[config.mk]
export PLATFORM = sky130hd
export DESIGN_NAME = mem_access
export DESIGN_NICKNAME = d
export VERILOG_FILES = /design/src/rtl/mem_pkg.sv /design/src/rtl/mem_addr_decode.sv /design/src/rtl/mem_access.sv
export SDC_FILE = /design/constraint.sdc
export NUM_CORES = 1
export LEC_CHECK = 0
export ABC_AREA = 1
export CORE_MARGIN = 4
export CORE_UTILIZATION = 31
export CTS_CLUSTER_SIZE = 30
export DETAILED_ROUTE_END_ITERATION = 8
export PLACE_DENSITY = 0.68
export REMOVE_ABC_BUFFERS = 1
export SYNTH_ARGS = -nofsm -noshare
export SYNTH_HDL_FRONTEND = slang
export SYNTH_HIERARCHICAL = 1
export SYNTH_SLANG_ARGS = --single-unit
export TNS_END_PERCENT = 100
[constraint.sdc]
create_clock -name clk -period 2.1 [get_ports clk]
set_input_delay 0.525 -clock clk [delete_from_list [all_inputs] [get_ports clk]]
set_output_delay 0.525 -clock clk [all_outputs]
set_load 0.01 [all_outputs]
[src/rtl/mem_pkg.sv]
// mem_pkg: shared types and constants for the MEM stage.
package mem_pkg;
  typedef enum logic [3:0] {
    IDLE, RD, WR_SETUP, WR_PULSE, WR_HOLD, UR, UW_PULSE, UW_TBRE, UW_TSRE, DONE
  } state_t;
  localparam logic [15:0] UART_DATA_ADDR_DEF = 16'hBF00;
  localparam logic [15:0] UART_STAT_ADDR_DEF = 16'hBF01;
  localparam int STAT_READY_BIT = 1;
  localparam int STAT_TXEMPTY_BIT = 0;
  localparam int SEL_SRAM = 2;
  localparam int SEL_UDATA = 1;
  localparam int SEL_USTAT = 0;
endpackage

[src/rtl/mem_addr_decode.sv]
// mem_addr_decode: classifies a MEM-stage access as SRAM, UART data or UART status.
module mem_addr_decode
  import mem_pkg::*;
#(
  parameter logic [15:0] UART_DATA_ADDR = UART_DATA_ADDR_DEF,
  parameter logic [15:0] UART_STAT_ADDR = UART_STAT_ADDR_DEF
) (
  input  logic [15:0] alu_in,
  input  logic        memread_in,
  input  logic        memwrite_in,
  output logic [2:0]  sel,
  output logic        req,
  output logic        is_write
);
  logic udata, ustat;
  assign udata = alu_in == UART_DATA_ADDR;
  assign ustat = alu_in == UART_STAT_ADDR;
  assign sel = {!udata && !ustat, udata, ustat};
  assign req = memread_in | memwrite_in;
  assign is_write = memwrite_in;
endmodule

[src/rtl/mem_access.sv]
// mem_access: MEM stage sequencing multi-cycle SRAM/UART accesses on the shared bus.
module mem_access
  import mem_pkg::*;
#(
  parameter int unsigned WAIT_CYCLES    = 1,
  parameter logic [15:0] UART_DATA_ADDR = UART_DATA_ADDR_DEF,
  parameter logic [15:0] UART_STAT_ADDR = UART_STAT_ADDR_DEF
) (
  input  logic        clk,
  input  logic        rst,
  input  logic        memread_in,
  input  logic        memwrite_in,
  input  logic        controlwb_in,
  input  logic [15:0] alu_in,
  input  logic [15:0] wdata_in,
  input  logic [3:0]  wreg_in,
  output logic        stall,
  output logic        controlwb_out,
  output logic [3:0]  wreg_out,
  output logic [15:0] wb_data_out,
  output logic [17:0] ram_addr,
  output logic [15:0] ram_data_o,
  input  logic [15:0] ram_data_i,
  output logic        ram_data_oe,
  output logic        ram_en_n,
  output logic        ram_oe_n,
  output logic        ram_we_n,
  output logic        uart_rdn,
  output logic        uart_wrn,
  input  logic        uart_data_ready,
  input  logic        uart_tbre,
  input  logic        uart_tsre
);
  state_t state, state_nx;
  logic [2:0] cnt;
  logic [15:0] rdata_q, status;
  logic [2:0] sel;
  logic req, is_write, last, strobe_rd, drive;
  mem_addr_decode #(.UART_DATA_ADDR(UART_DATA_ADDR), .UART_STAT_ADDR(UART_STAT_ADDR)) u_dec (
    .alu_in(alu_in), .memread_in(memread_in), .memwrite_in(memwrite_in),
    .sel(sel), .req(req), .is_write(is_write)
  );
  assign strobe_rd = state == RD || state == UR;
  assign last = cnt == 3'(WAIT_CYCLES - 1);
  always_comb begin
    status = '0;
    status[STAT_READY_BIT] = uart_data_ready;
    status[STAT_TXEMPTY_BIT] = uart_tbre & uart_tsre;
  end
  always_ff @(posedge clk) begin
    if (!rst) begin
      state <= IDLE;
      cnt <= '0;
      rdata_q <= '0;
    end else begin
      state <= state_nx;
      cnt <= (strobe_rd && !last) ? cnt + 3'd1 : 3'd0;
      if (state == IDLE && req && !is_write && sel[SEL_USTAT]) rdata_q <= status;
      else if (strobe_rd && last) rdata_q <= ram_data_i;
    end
  end
  always_comb begin
    state_nx = state;
    case (state)
      IDLE:     if (req) state_nx = sel[SEL_USTAT] ? DONE :
                                    sel[SEL_UDATA] ? (is_write ? UW_PULSE : UR) :
                                                     (is_write ? WR_SETUP : RD);
      RD, UR:   if (last) state_nx = DONE;
      WR_SETUP: state_nx = WR_PULSE;
      WR_PULSE: state_nx = WR_HOLD;
      WR_HOLD:  state_nx = DONE;
      UW_PULSE: state_nx = UW_TBRE;
      UW_TBRE:  if (uart_tbre) state_nx = UW_TSRE;
      UW_TSRE:  if (uart_tsre) state_nx = DONE;
      default:  state_nx = IDLE;
    endcase
  end
  // Bus strobes depend on the state register alone so they never glitch on input changes.
  always_comb begin
    drive = state inside {WR_SETUP, WR_PULSE, WR_HOLD, UW_PULSE};
    ram_data_oe = drive;
    ram_data_o = drive ? wdata_in : '0;
    ram_en_n = !(state inside {RD, WR_SETUP, WR_PULSE, WR_HOLD});
    ram_oe_n = state != RD;
    ram_we_n = state != WR_PULSE;
    uart_rdn = state != UR;
    uart_wrn = state != UW_PULSE;
    stall = rst && ((state == IDLE && req) || !(state inside {IDLE, DONE}));
  end
  assign ram_addr = {2'b00, alu_in};
  assign controlwb_out = controlwb_in;
  assign wreg_out = wreg_in;
  assign wb_data_out = memread_in ? rdata_q : alu_in;
endmodule

# ---- Yosys cells after proc, flatten, opt, wreduce, memory -nomap -nowiden
# Cells that the tools add are included.
# Widths: inputs -> output; s select.
dict set report classes {
  eq_ne 19
  reduce_logical 22
  mux 13
  add_sub_neg 1
  bitwise_logic 3
}
# operator n
set ops {}
lappend ops {{$eq 16x16->1 const B} 2}
lappend ops {{$mux 16} 2}
lappend ops {{$pmux 4 s8} 1}
lappend ops {{$mux 4} 5}
lappend ops {{$eq 4x3->1 const B} 4}
lappend ops {{$eq 4x2->1 const B} 2}
lappend ops {{$eq 4x4->1 const B} 2}
lappend ops {{$mux 2} 4}
lappend ops {{$ne 2x2->1 const B} 4}
lappend ops {{$ne 4x3->1 const B} 2}
lappend ops {{$reduce_bool 4->1} 2}
lappend ops {{$logic_and 1x1->1} 6}
lappend ops {{$eq 4x1->1 const B} 1}
lappend ops {{$logic_not 1->1} 4}
lappend ops {{$logic_not 4->1} 1}
lappend ops {{$ne 4x1->1 const B} 1}
lappend ops {{$ne 4x2->1 const B} 1}
lappend ops {{$reduce_and 4->1} 1}
lappend ops {{$reduce_bool 2->1} 2}
lappend ops {{$reduce_or 2->1} 2}
lappend ops {{$add 3x1->3 const B} 1}
lappend ops {{$logic_not 3->1} 1}
lappend ops {{$mux 3} 1}
lappend ops {{$logic_or 1x1->1} 2}
lappend ops {{4 further kinds} 4}
dict set report word_totals {
  regBits 23
  inputBits 60
  out_inout_bits 62
  wordCells 62
}

# ---- Depth between registers and ports, before layout
dict set report depth {
  depth_word 5
  depth_mapped 14
}

# ---- Hierarchy
# Netlist, hierarchy kept.
# mod seq_area_each_um2 area_each_um2 cells_each instances
set by_module_without_submodules {}
lappend by_module_without_submodules {mem_access 460.4 1969.4 274 1}
lappend by_module_without_submodules {mem_addr_decode 0.0 110.1 22 1}

# ---- Worst setup path after synthesis
# No wires, ideal clock.
dict set report synth_timing {
  path_kind {in2out}
  start {in memread_in}
  end {out wb_data_out[10]}
  t_required_ns 1.575
  arrival_ns 1.287
  slack_ns 0.288
  path_stages 3
  n_path_buf 2
  cell_sequence {buf_2 -> buf_2 -> mux2_2}
}
dict set report synth_via {
  elab_chain_cells 1
}
# item line_no
set synth_rtl {}
lappend synth_rtl {{from (decl)} mem_access.sv:11} ;# input logic memread_in,
lappend synth_rtl {{$mux 16} mem_access.sv:93} ;# assign wb_data_out = memread_in ? rdata_q : alu_in;
lappend synth_rtl {{to (decl)} mem_access.sv:20} ;# output logic [15:0] wb_data_out,
# Every way passes these cells.

# ---- Final worst setup path
dict set report layout_timing {
  start {in memread_in}
  end {out wb_data_out[4]}
}
# The elaborated chain is that of the path after synthesis.

==> metrics <==
clk slew on worst S/H paths=0.08 ns; # rows=29; design area=3290 um^2; Setup CP Type=primary input to output port; instance count on the critical path=4; DRT Pass-1 Iters=4; vias=roughly 2100; worst r2r path cells=11; Final Setup Violations=0; pwr/cell area=around 830 nW/um^2; layout net count=roughly 470; clock sink count=23; gr ovfl total=0; cell chosen for the clock root=clkbuf_8; final wirelength=5.71 mm; Detail Placement HPWL=4.81 mm; worst hold path depth=1; Gate Count Post-Synth=around 300; Cells after DPL=477; synth warn=6; Syn Area/Cell=between 7 and 8 um^2; cell family with most CP delay=buffers and inverters; Clock Path Buffers=2; antenna violations before repair=0; max cap viols=0; gpl congestion=around 0.85; largest net degree at the start of global routing=19; initial core utilization=32.3%; DRT iter0 DRCs=71; vias in the first global route=roughly 2100; area of the multi-input gates=1130 um^2; routed vias/inst=between 4 and 5; Slew Viols, Final=0; chip width=89.8 um; Hold Violations, Final=0; Area Growth Syn to Fin=58.4%; Slowest-stage cell, CP=mux2_2; maximum vdd drop=307 uV; crit path time final=2.06 ns; H-tree lvl count=1; CTS Buf Count=3; Hold Buf Count CTS=0; # DRC=0; clk_lat worst skew=0.26 ns; Lkg Pwr=0.00181 uW; core area=6420 um^2; CP Max Fanout=9; IO buf count=109; final hold slack=about 0.45 ns; WP data arrival=1.53 ns; Filler Cell Count=646; worst hold path class=flip-flop to flip-flop; Die Y=89.8 um; DIE AREA=8060 um^2; first-pass GRT wire length=9.62 mm; CP endpoint kind=output port; maximum clock rate=around 500 MHz; CP Launch Type=primary input; CTS tree=done; worst-path cell chain=clkdlybuf4s15_2 > buf_6 > mux2_2 > dlygate4sd2_1; Final Skew=0.00281 ns; register area=~470 um^2; Finished Layout Cells=483; fin crit share=98.1%; gr usage total=~14%; routed len/inst=11.8 um; Post-DP Area=3230 um^2; status=finished, final reports clean; antenna-violating nets left=0; Antenna Cells=0; Buf/Inv on CP=3; max incr delay on CP=approximately 0.34 ns; Netlist Area Pre-Place=2070 um^2; share of layout cells above drive strength 1=~33%; IO Pins=approximately 120; Crit path required time=1.57 ns
-- where the power goes --
part,switching (uW),internal [uW]
registers,78.5,546
logic,975,867
clock network,144,132
total,1200,1550
-- per-layer routing --
layer  GRT usage, %  routed length, um  up-vias
met3           2.92                411        2
met2           25.8               2830       77
met4           3.07                 23        0
met1           16.9               2450      927
li1               -                  -     1088
met5              0                  0        -
-- final timing paths --
check                   startpoint                 endpoint  slack (ns)
max                     memread_in           wb_data_out[4]        0.04
min              cnt[0]$_SDFF_PN0_        cnt[0]$_SDFF_PN0_        0.45
max reg2reg  state[0]$_SDFFE_PN0P_  rdata_q[0]$_SDFFE_PN0P_        0.65
min reg2reg      cnt[0]$_SDFF_PN0_        cnt[0]$_SDFF_PN0_        0.45
-- registers in the layout, summed over array words and instances (netlist names) --
signal	count
cnt	3
rdata_q	16
state	4
-- timing repair --
item | 4_1_cts | 5_1_grt
cloned | 0 | 0
resized for setup | 65 | 14
endpoints found under the setup margin | 49 | 37
buffers inserted | 1 | 1
pin swaps | 1 | 3
-- cell type report --
cell class,count,share of cell area [%]
timing repair buffer,139,40.0
multi-input combinational,185,34.5
clock buffer,3,1.26
clock inverter,1,0.152
tap,77,2.93
sequential,23,14.4
inverter,55,6.74
-- cell usage in the layout (no fill, tap or decap), drive strengths merged, types with 4 or more instances in the layout --
cell            n
dlygate4sd2    44
nor2           31
clkdlybuf4s15   6
mux2           14
a21oi           7
inv            54
clkdlybuf4s50  54
dlymetal6s2s    4
dfxtp          23
nand3          29
buf            31
nand2          89
-- per-stage QoR --
stage	worst slack (ns)	TNS (ns)	utilization (%)	power [uW]
finish	0.0409	0	51.2	2740
detailed placement	-0.537	-13.39	50.3	2570
global placement	-0.536	-13.27	50.3	2540
floorplan	0.388	0	-	1640
CTS	0.000881	0	50.5	2760
global route	-0.00198	-0.00198	51.2	2960
Note: power is estimated with default switching activity, not from simulation.
